--- config.mk ---
export PLATFORM = sky130hd
export DESIGN_NAME = dr_fork_fifo
export DESIGN_NICKNAME = d
export VERILOG_FILES = /design/src/rtl/dr_pkg.sv /design/src/rtl/dr_word_detect.sv /design/src/rtl/dr_fork_fifo.sv
export SDC_FILE = /design/constraint.sdc
export NUM_CORES = 1
export LEC_CHECK = 0
export BUFFER_PORTS_ARGS = -buffer_cell sky130_fd_sc_hd__buf_2
export CORE_MARGIN = 8
export CORE_UTILIZATION = 43
export CTS_BUF_LIST = sky130_fd_sc_hd__clkbuf_4 sky130_fd_sc_hd__clkbuf_8
export DETAILED_ROUTE_END_ITERATION = 10
export SYNTH_ARGS = -nofsm -noshare
export SYNTH_HDL_FRONTEND = slang
export SYNTH_SLANG_ARGS = --single-unit
--- constraint.sdc ---
create_clock -name clk -period 2.6 [get_ports clk]
set_clock_uncertainty 0.2 [all_clocks]
set_input_delay 0.13 -clock clk [delete_from_list [all_inputs] [get_ports clk]]
set_output_delay 0.13 -clock clk [all_outputs]
set_load 0.01 [all_outputs]
--- src/rtl/dr_pkg.sv ---
// rtl/dr_pkg.sv - dual-rail pair codes and FSM state encodings for dr_fork_fifo
package dr_pkg;

    typedef enum logic {
        IN_WAIT = 1'b0,
        IN_ACK  = 1'b1
    } in_state_t;

    typedef enum logic [1:0] {
        O_IDLE = 2'b00,
        O_DATA = 2'b01,
        O_RTZ  = 2'b10
    } out_state_t;

    // Pair layout is {true_rail, false_rail}
    localparam logic [1:0] DR_NULL = 2'b00;
    localparam logic [1:0] DR_T    = 2'b10;
    localparam logic [1:0] DR_F    = 2'b01;
    localparam logic [1:0] DR_ILL  = 2'b11;

endpackage

--- src/rtl/dr_word_detect.sv ---
// rtl/dr_word_detect.sv - combinational complete / spacer / illegal classifier for a dual-rail word
module dr_word_detect
    import dr_pkg::*;
#(
    parameter int WIDTH = 8
) (
    input  logic [2*WIDTH-1:0] data,
    output logic               complete,
    output logic               spacer,
    output logic               illegal
);

    always_comb begin
        complete = 1'b1;
        spacer   = 1'b1;
        illegal  = 1'b0;
        for (int i = 0; i < WIDTH; i++) begin
            if (data[2*i +: 2] != DR_T && data[2*i +: 2] != DR_F) complete = 1'b0;
            if (data[2*i +: 2] != DR_NULL) spacer = 1'b0;
            if (data[2*i +: 2] == DR_ILL) illegal = 1'b1;
        end
    end

endmodule

--- src/rtl/dr_fork_fifo.sv ---
// rtl/dr_fork_fifo.sv - 4-phase dual-rail FIFO forking each word to NACK consumers
// Illegal-code (11 pair) checking is enabled by defining DR_FORK_FIFO_ERR_EN.
module dr_fork_fifo
    import dr_pkg::*;
#(
    parameter int WIDTH = 8,
    parameter int DEPTH = 4,
    parameter int NACK  = 2
) (
    input  logic                     clk,
    input  logic                     rst_n,
    input  logic [2*WIDTH-1:0]       data_in,
    output logic                     ack,
    output logic [2*WIDTH-1:0]       data_out,
    input  logic [NACK-1:0]          ack_in,
    output logic [$clog2(DEPTH):0]   count,
    output logic                     err
);

    localparam int PW = $clog2(DEPTH);
    localparam int CW = PW + 1;

    in_state_t              in_state, in_next;
    out_state_t             out_state, out_next;
    logic [PW-1:0]          wr_ptr, rd_ptr;
    logic [CW-1:0]          count_q;
    logic [2*WIDTH-1:0]     mem [DEPTH];
    logic [2*WIDTH-1:0]     data_q, data_next;
    logic                   ack_q, ack_next;
    logic                   in_complete, in_spacer, in_illegal;
    logic                   word_ok, space, push, pop;

    dr_word_detect #(.WIDTH(WIDTH)) u_detect (
        .data     (data_in),
        .complete (in_complete),
        .spacer   (in_spacer),
        .illegal  (in_illegal)
    );

    assign word_ok = in_complete & ~in_illegal;
    assign space   = count_q < CW'(DEPTH);

`ifdef DR_FORK_FIFO_ERR_EN
    logic err_set;
    logic err_q;
`endif

    // Input handshake: next state and push decision
    always_comb begin
        in_next = in_state;
        push    = 1'b0;
`ifdef DR_FORK_FIFO_ERR_EN
        err_set = 1'b0;
`endif
        case (in_state)
            IN_WAIT: begin
                if (word_ok && space) begin
                    in_next = IN_ACK;
                    push    = 1'b1;
                end
`ifdef DR_FORK_FIFO_ERR_EN
                else if (in_illegal) begin
                    in_next = IN_ACK;
                    err_set = 1'b1;
                end
`endif
            end
            IN_ACK: begin
                if (in_spacer) in_next = IN_WAIT;
            end
        endcase
    end

    // Output fork: a partial ack_in pattern holds the state (C-element behaviour)
    always_comb begin
        out_next = out_state;
        pop      = 1'b0;
        case (out_state)
            O_IDLE: if (count_q != '0) out_next = O_DATA;
            O_DATA: if (&ack_in) out_next = O_RTZ;
            O_RTZ: begin
                if (~|ack_in) begin
                    out_next = O_IDLE;
                    pop      = 1'b1;
                end
            end
            default: out_next = O_IDLE;
        endcase
    end

    // Outputs are decoded from the next state so they leave the flops cleanly
    always_comb begin
        ack_next  = (in_next == IN_ACK);
        data_next = (out_next == O_DATA) ? mem[rd_ptr] : '0;
    end

    always_ff @(posedge clk or negedge rst_n) begin
        if (!rst_n) begin
            in_state  <= IN_WAIT;
            out_state <= O_IDLE;
            ack_q     <= 1'b0;
            data_q    <= '0;
            wr_ptr    <= '0;
            rd_ptr    <= '0;
            count_q   <= '0;
        end else begin
            in_state  <= in_next;
            out_state <= out_next;
            ack_q     <= ack_next;
            data_q    <= data_next;
            if (push) wr_ptr <= wr_ptr + 1'b1;
            if (pop)  rd_ptr <= rd_ptr + 1'b1;
            case ({push, pop})
                2'b10:   count_q <= count_q + 1'b1;
                2'b01:   count_q <= count_q - 1'b1;
                default: count_q <= count_q;
            endcase
        end
    end

    always_ff @(posedge clk) begin
        if (push) mem[wr_ptr] <= data_in;
    end

`ifdef DR_FORK_FIFO_ERR_EN
    always_ff @(posedge clk or negedge rst_n) begin
        if (!rst_n)       err_q <= 1'b0;
        else if (err_set) err_q <= 1'b1;
    end
    assign err = err_q;
`else
    assign err = 1'b0;
`endif

    assign ack      = ack_q;
    assign data_out = data_q;
    assign count    = count_q;

endmodule

---- After elaboration in Yosys (flattened, before gate mapping) ----
Memory sizes are Yosys's and may differ from the RTL's.
Cells that the tools add are included.
W data, S select, Z words.
word-level totals
  output and inout port bits .............. 21
  input bits .............................. 20
  logic and storage cells ................. 104
  bits in read-only memories .............. 0
  register bits after elaboration ......... 26
  memories kept ........................... 1
  latch bits .............................. 0
  memory bits (writable) .................. 64
cells by class
  $add $sub $neg .......................... 4
  $lt $le $gt $ge ......................... 1
  equality and inequality tests ........... 29
  reductions and logical operators ........ 22
  bitwise operators ....................... 3
  div/mod/pow operators ................... 0
  $mul .................................... 0
  multiplexer cells ....................... 38
  shifts and indexed selects .............. 0
memory list
  name  depth  bits a word  read ports  clocked after memory_dff  write ports  RTL line            text
  mem   4      16           1           0                         1            dr_fork_fifo.sv:27  logic [2*WIDTH-1:0] mem [DEPTH];
operators with widths
  operator               count
  $mux W1                31
  $eq A2 B2 Y1 const B   10
  $reduce_bool A2 Y1     9
  $mux W16               1
  $ne A2 B1 Y1 const B   8
  $ne A2 B2 Y1 const B   8
  $logic_and A1 B1 Y1    9
  $eq A2 B1 Y1 const B   3
  $mux W2                3
  $pmux W2 S3            1
  $pmux W3 S2            1
  $add A2 B1 Y2 const B  2
  $add A3 B1 Y3 const B  1
  $lt A3 B3 Y1 const B   1
  $reduce_bool A3 Y1     1
  $sub A3 B1 Y3 const B  1
  $logic_not A2 Y1       1
  $not A1 Y1             2
  $pmux W1 S2            1
  $reduce_and A2 Y1      1
  $reduce_or A2 Y1       1
  $and A1 B1 Y1          1

---- Depth between registers and ports, before layout ----
Gate-level depths: netlist of the first run.
  depth in word-level cells ............... 16
  gate-level depth with buffers ........... 12
  depth with buffers taken out ............ 12

---- Modules after synthesis ----
A second synthesis of the first run with hierarchy kept.
unflattened totals
  cell total of the unflattened synthesis .. 209
  area total of the unflattened synthesis .. 3,676.0 µm²
by module, submodules not included
  module          area each (µm²)  times used  sequential area each (µm²)  cells an instance
  dr_fork_fifo    3,367.0          1           2,572.5                     168
  dr_word_detect  309.0            1           0.0                         41

---- Worst setup path before layout of the first run ----
No wires, ideal clock.
  kind .................................... reg-to-reg
  from .................................... register count_q[2] (netlist: count[2])
  to ...................................... register count_q[2] (netlist: count[2])
  slack ................................... 364 ps
  library setup time ...................... 127 ps
  arrival ................................. 1,909 ps
  buffers on the path ..................... 0
  clock period less this slack ............ 2,236 ps
  cell stages (with the launch flop) ...... 11
  data required time ...................... 2,273 ps
  path through ............................ dfrtp_1 and4bb_1 nand3_2 nor3_4 inv_1 ha_1 inv_1 fa_1 xor2_1 nor2_1 xor2_1
between the ends
  longest elaborated chain between the ends .. 6
  elaborated cells on any way between the ends .. 10
  those cells by class .................... add/sub: 2; order compare: 1; eq/ne: 2; mux: 3; reduce/logical: 2
ends and longest elaborated chain
  what                                               RTL line             text
  start: declaration                                 dr_fork_fifo.sv:26   logic [CW-1:0] count_q;
  start signal: assignment                           dr_fork_fifo.sv:114  2'b10: count_q <= count_q + 1'b1;
  start signal: assignment                           dr_fork_fifo.sv:115  2'b01: count_q <= count_q - 1'b1;
  start signal: assignment                           dr_fork_fifo.sv:116  default: count_q <= count_q;
  $lt A3 B3 Y1                                       dr_fork_fifo.sv:41   assign space = count_q < CW'(DEPTH);
  $logic_and A1 B1 Y1                                dr_fork_fifo.sv:57   if (word_ok && space) begin
  $mux W1                                            dr_fork_fifo.sv:57
  $mux W1                                            dr_fork_fifo.sv:55   case (in_state)
  $eq A2 B1 Y1 or $eq A2 B2 Y1 (tied branches)       dr_fork_fifo.sv:113  case ({push, pop})
  $pmux W3 S2 or $reduce_bool A2 Y1 (tied branches)  --
Parallel ways exist; a longest one is shown, timed or not.
A chain may end at the register's enable or synchronous reset.

---- Final worst setup path of the first run ----
  from .................................... input port data_in[14]
  to ...................................... register count_q[2] (netlist: count[2])
between the ends
  longest elaborated chain between the ends .. 9
  elaborated cells on any way between the ends .. 15
  those cells by class .................... eq/ne: 5; mux: 5; bitwise: 2; reduce/logical: 3
ends and longest elaborated chain
  what                                               RTL line                                    text
  start: declaration                                 dr_fork_fifo.sv:12                          input logic [2*WIDTH-1:0] data_in,
  $ne A2 B2 Y1, or another cell as far along         dr_word_detect.sv:18                        if (data[2*i +: 2] != DR_T && data[2*i +: 2] != DR_F) complete = 1'b0;
  $logic_and A1 B1 Y1 or $mux W1 (tied branches)     dr_word_detect.sv:18, dr_word_detect.sv:20
  $mux W1 or $not A1 Y1 (tied branches)              dr_word_detect.sv:18, dr_fork_fifo.sv:40
  $and A1 B1 Y1 (*)                                  dr_fork_fifo.sv:40                          assign word_ok = in_complete & ~in_illegal;
  $logic_and A1 B1 Y1 (*)                            dr_fork_fifo.sv:57
  $mux W1 (*)                                        dr_fork_fifo.sv:57
  $mux W1 (*)                                        dr_fork_fifo.sv:55
  $eq A2 B1 Y1 or $eq A2 B2 Y1 (tied branches)       dr_fork_fifo.sv:113
  $pmux W3 S2 or $reduce_bool A2 Y1 (tied branches)  --
Mark *: on every way between the ends. The rest lies on a longest branch, timed or not.

==> qor.yml, run 1 <==
outcome: "completed"
grt.total_usage: 0.128
crit_chain: "dlygate4sd3_1 -> buf_2 -> inv_1 -> ha_1 -> and4bb_1 -> nand3_2 -> nor3_4 -> inv_1 -> ha_2 -> inv_2 -> fa_2 -> xor2_1 -> nor2_1 -> xor2_1"
r2r_end: "count[2]$_DFFE_PN0P_"
grt_max_degree: 27
power_density_nw_per_um2: 804
fill_cells: 686
cp-start-kind: "input port"
synth_edf_count: 64
yosysWarnings: 0
fmax_mhz: 399
setup-violations-final: 0
grt_pass1_vias: 2090
cp-end-kind: "flop"
synth_most_common_cell: "edfxtp_1"
via_per_inst: 4.87
maxCapViolCount: 0
cts_tree: "done"
whs_path_depth: 4
vias: 1972
path_class: "input port to flop"
antenna_found_initial: 0
holdCritStartpoint: "ack_in[1]"
synthFlopType: "edfxtp_1"
synth_seq_area_share: 0.695
grt_pass1_wl_mm: 11.2
hold_end: "rd_ptr[0]$_DFFE_PN0P_"
drive_above_1_share: 0.357
n_antenna_cell: 0
h-tree-depth: 3
hpwl_mm: 4.52
final_antenna_net_count: 0
setup_tns_ps: 0
grt_remaining_overflow: 0
start_util: 0.433
syn_avg_cell_area_um2: 17.8
wl_mm: 6.99
ios: 41
fin_crit_ps: 2500
ir_worst_vdd_mv: 0.350
post-route-period-util: 0.963
ys_async_sr_fraction: 0.289
ys_types: 29
coreArea_um2: 8550
port_buffers: 39
clkTransAtPathRegs_ps: 80
die_h_um: 109
syn_inst: 208
final_max_slew_viol_count: 0
fin_util: 0.542
nets: 334
synthTopCellsByArea: "edfxtp_1 (52%), dfrtp_1 (18%), mux4_2 (9.7%)"
syn_nets: 250
r2r_slack_ps: 370
power_mw: 3.73
cts_buffer_depth: 2
crit_arrival_ps: 2580
cts_root_buf: "clkbuf_8"
ys_ff_latch: 90
drt_iter0_markers: 41
wire_per_inst_um: 17.3
numCtsBuffers: 9
syn_to_final_growth_pct: 25.3
first_pass_iters: 4
crit_slowest_cell: "dlygate4sd3_1"
worstMarginPinSlew_ps: 637
fp.dieW_um: 109
reg2reg_depth: 8
gp_congestion: 0.670
hold_viol: 0
yosysTopAreaCell: "edfxtp_1"
dieArea_um2: 11800
insertion_delay_ps: 340
holdCritPathClass: "input port to flop"
cp_slowest_stage_delay_ps: 520
p_leak_nw: 1.90
netlist_area_um2: 3700
synthTopCellsByCount: "edfxtp_1 (64), dfrtp_1 (26), inv_1 (23), ha_1 (21)"
crit_fanout: 6
rows: 34
synth_top_area_share: 0.519
slew_headroom: 0.576
clock-sinks: 90
required_ps: 2670
drc: 0
r2r_start: "out_state[0]$_DFF_PN0_"
[registers in the layout (all words and copies together), names as in the netlist]
signal     flops
wr_ptr         2
rd_ptr         2
out_state      2
mem           64
data_out      16
ack            1
count          3
[kinds of logic (layout without fill, tap and decap cells)]
logic type,Yosys count,after routing,share of synthesized area
DFF,90,90,0.695
adders and majority gates,22,22,0.0764
xor gates and xnor gates,6,6,0.0142
buffers and inverters,29,118,0.0355
other,1,1,0.00101
AOI/OAI and AO/OA,4,4,0.00710
and+or+nand+nor,39,39,0.0696
muxes,17,17,0.101
[placed cells by master (no fill, tap or decap), types with 2 or more instances in the layout]
cell	netlist	final
ha_1	21	18
inv_1	23	22
ha_4	0	2
and2_2	4	4
dfrtp_1	26	26
buf_2	3	34
edfxtp_1	64	64
dlymetal6s4s_1	0	2
buf_6	2	2
nand2b_1	2	2
dlygate4sd3_1	0	20
clkbuf_4	0	2
clkbuf_8	0	10
o21ai_0	3	2
mux4_2	16	16
xnor2_1	3	3
nand2_1	3	2
nor2_1	3	3
xor2_1	3	3
nor2b_1	16	16
nand4_1	2	2
buf_4	1	21
[critical path, delay by kind of cell]
family                     cells  cell delay, ps
adders and majority gates      3             810
and+or+nand+nor                4             450
buffers and inverters          5             850
xor gates and xnor gates       2             310
[what timing repair did]
| action | CTS | global route |
|---|---|---|
| resized for setup | 0 | 21 |
| hold buffers | 20 | 2 |
| endpoints found under the hold margin | 91 | 3 |
| endpoints found under the setup margin | 0 | 4 |
| buffers inserted | 0 | 6 |
[area by class of cell]
class | count | area [um2] | area share
Multi-Input combinational cell | 89 | 1060 | 0.230
Timing Repair Buffer | 79 | 576 | 0.124
Inverter | 23 | 86.3 | 0.0186
Sequential cell | 90 | 2570 | 0.555
Clock inverter | 4 | 51.3 | 0.0111
Tap cell | 108 | 135 | 0.0291
Clock buffer | 12 | 153 | 0.0329
[metrics by stage]
step           cell area, um2  setup slack, ps  hold WS (ps)  std cells
6_report                 4640             96.5          61.0        405
5_1_grt                  4640            -26.5          70.5        405
4_1_cts                  4490             17.1          49.8        398
3_5_place_dp             4090              194         -1.15        362
3_3_place_gp             4090              234        -0.553        362
2_1_floorplan            3700              364          -366        208
[power by group]
group / switching, mW / internal [mW]
sequential: 0.0703 / 1.70
clock: 0.471 / 0.493
combinational: 0.490 / 0.507
[worst max-delay path by stage]
stage	start	end	slack, ps	cells past startpoint
global placement	data_in[6]	count[1]$_DFFE_PN0P_	230	10
global route	data_in[2]	count[2]$_DFFE_PN0P_	-30	13
floorplan	count[2]$_DFFE_PN0P_	count[2]$_DFFE_PN0P_	360	10
CTS	data_in[6]	count[1]$_DFFE_PN0P_	20	12
finish	data_in[14]	count[2]$_DFFE_PN0P_	100	14
detailed placement	data_in[7]	count[2]$_DFFE_PN0P_	190	13
[layer usage]
metal | global-route usage | wire (um) | vias to the layer above
met5 | 0 | 0 | -
met4 | 0.0381 | 90 | 0
met3 | 0.0366 | 280 | 8
met2 | 0.204 | 3380 | 39
met1 | 0.167 | 3240 | 1010
li1 | - | - | 915
(Power assumes the default switching activity.)
==> inputs of run 2 (changes only) <==
==> constraint.sdc (replaced) <==
create_clock -name clk -period 2.6 [get_ports clk]
set_clock_uncertainty 0.2 [all_clocks]
set_input_delay 0.39 -clock clk [delete_from_list [all_inputs] [get_ports clk]]
set_output_delay 0.39 -clock clk [all_outputs]
set_load 0.01 [all_outputs]
==> run 2 against run 1 <==
Net effect: first-iteration DRC count is 44% higher; sequential cell count unchanged; register-to-register slack got worse by 30 ps; final cell count down 3.7%; count of clock-buffer cells in the layout fell by 2; utilization down 1.8 points; critical path depth shrank 6; non-clock buffer count shrank 15; sequential power about the same; via count shrank 5.0%; total power shrank 1.9%; critical endpoint is now count[1]$_DFFE_PN0P_; highest routed layer unchanged.
==> qor.yml, run 2 (synthesis results as in run 1) <==
outcome: "completed"
power_density_nw_per_um2: 816  # +1.5%
vias: 1874  # -5.0%
fmax_mhz: 443  # +11%
gp_congestion: 0.690  # +2.8%
wl_mm: 6.87  # -1.7%
antenna_found_initial: 0  # unchanged
drt_iter0_markers: 59  # +44%
reg2reg_depth: 8  # unchanged
whs_path_depth: 1  # -3
largest_reg_flops: 64  # unchanged
first_pass_iters: 4  # unchanged
numCtsBuffers: 9  # unchanged
insertion_delay_ps: 350  # about the same
post-route-period-util: 0.868  # -0.0946
grt_pass1_vias: 2027  # -3.0%
wire_per_inst_um: 17.6  # +2.1%
final_max_slew_viol_count: 0  # unchanged
grt.total_usage: 0.125  # -0.00263
die_h_um: 109  # unchanged
crit_fanout: 4  # -2
fin_crit_ps: 2260  # -246 ps
syn_to_final_growth_pct: 21.1
hold_viol: 0  # unchanged
fill_cells: 717  # +4.5%
clock-sinks: 90  # unchanged
worstMarginPinSlew_ps: 655  # +17.9 ps
slew_headroom: 0.564  # -0.0119
maxCapViolCount: 0  # unchanged
grt_max_degree: 27  # unchanged
hpwl_mm: 4.78  # +5.8%
ir_worst_vdd_mv: 0.338  # -3.4%
holdCritPathClass: "input port to flop"
ios: 41  # unchanged
layout_common_cells: "edfxtp_1 (64), buf_2 (39), dfrtp_1 (26)"
n_antenna_cell: 0  # unchanged
required_ps: 2670  # about the same
fin_util: 0.524  # -0.0181
setup_tns_ps: 0  # unchanged
nets: 319  # -4.5%
grt_pass1_wl_mm: 10.7  # -4.2%
drive_above_1_share: 0.365  # +0.00835
h-tree-depth: 3  # unchanged
top_register: "mem"
rows: 34  # unchanged
cp-startpoint: "count[2]$_DFFE_PN0P_"
dieArea_um2: 11800  # unchanged
cts_tree: "done"
rsz0062_at_grt: "false"
drc: 0  # unchanged
cp-end-kind: "flop"
start_util: 0.433  # unchanged
via_per_inst: 4.81  # -1.3%
grt_remaining_overflow: 0  # unchanged
port_buffers: 39  # unchanged
layout_commonest_cell: "edfxtp_1"
coreArea_um2: 8550  # unchanged
fp.dieW_um: 109  # unchanged
p_leak_nw: 1.83  # -3.8%
setup-violations-final: 0  # unchanged
path_class: "flop to flop"
final_antenna_net_count: 0  # unchanged
cts_root_buf: "clkbuf_8"
holdCritStartpoint: "data_in[1]"
cts_buffer_depth: 2  # unchanged
crit_arrival_ps: 2330  # -250 ps
cp-start-kind: "flop"
r2r_start: "count[2]$_DFFE_PN0P_"
clkTransAtPathRegs_ps: 100  # +20 ps
-- run 2: cell count changes in the layout (fill, tap and decap cells not counted), moves of 3 or more --
cell           previous run  this run
dlygate4sd3_1            20         1
ha_1                     18        21
buf_12                    0         8
buf_4                    21        16
buf_2                    34        39
-- run 2: metrics by stage --
| step | cells | hold WS, ps | setup slack, ps | total power [mW] | area [um2] |
|---|---|---|---|---|---|
| global route | 390 | 76.3 | 228 | 3.86 | 4480 |
| CTS | 390 | 74.2 | 331 | 3.73 | 4480 |
| global placement | 373 | 257 | 44.7 | 2.74 | 4270 |
| detailed placement | 373 | 268 | 20.8 | 2.76 | 4270 |
| finish | 390 | 82.7 | 342 | 3.66 | 4480 |
| floorplan | 208 | -106 | 139 | 2.45 | 3700 |
-- run 2: area by class of cell --
class	count	area (um2)	area share
Clock inverter	6	73.8	0.0165
Timing Repair Buffer	64	485	0.108
Clock buffer	10	131	0.0293
Multi-Input combinational cell	89	998	0.223
Tap cell	108	135	0.0301
Sequential cell	90	2570	0.574
Inverter	23	86.3	0.0193
-- run 2: worst paths after layout --
| check | to | slack [ps] |
|---|---|---|
| worst max-delay path | count[1]$_DFFE_PN0P_ | 340 |
| worst min-delay path | mem[0][1]$_DFFE_PP_ | 80 |
| worst max register to register | count[1]$_DFFE_PN0P_ | 340 |
| worst min register to register | count[0]$_DFFE_PN0P_ | 370 |
| max in group asynchronous | data_out[2]$_DFF_PN0_ | 1380 |
| min in group asynchronous | data_out[10]$_DFF_PN0_ | 380 |
-- run 2: critical path: stages (launching register included) --
cell	delay [ps]
dfrtp_1	450
and4bb_1	300
nand3_2	120
nor3_4	200
inv_1	60
ha_1	210
inv_1	70
fa_1	400
o21ai_0	160
-- run 2: layer usage --
layer	GRT usage	wire (um)	vias to the layer above
li1	-	-	892
met1	0.150	3050	940
met2	0.211	3450	32
met3	0.0266	264	10
met4	0.0616	108	0
met5	0	0	-
-- run 2: where the power goes --
| group | switching (mW) | internal, mW | total, mW |
|---|---|---|---|
| clock | 0.502 | 0.467 | 0.970 |
| sequential | 0.0739 | 1.70 | 1.77 |
| combinational | 0.458 | 0.460 | 0.917 |
-- run 2: repair_timing --
action,in CTS,in global routing
endpoints found under the hold margin,26,0
hold buffers,1,0
setup buffers,0,0
resized for setup,0,0
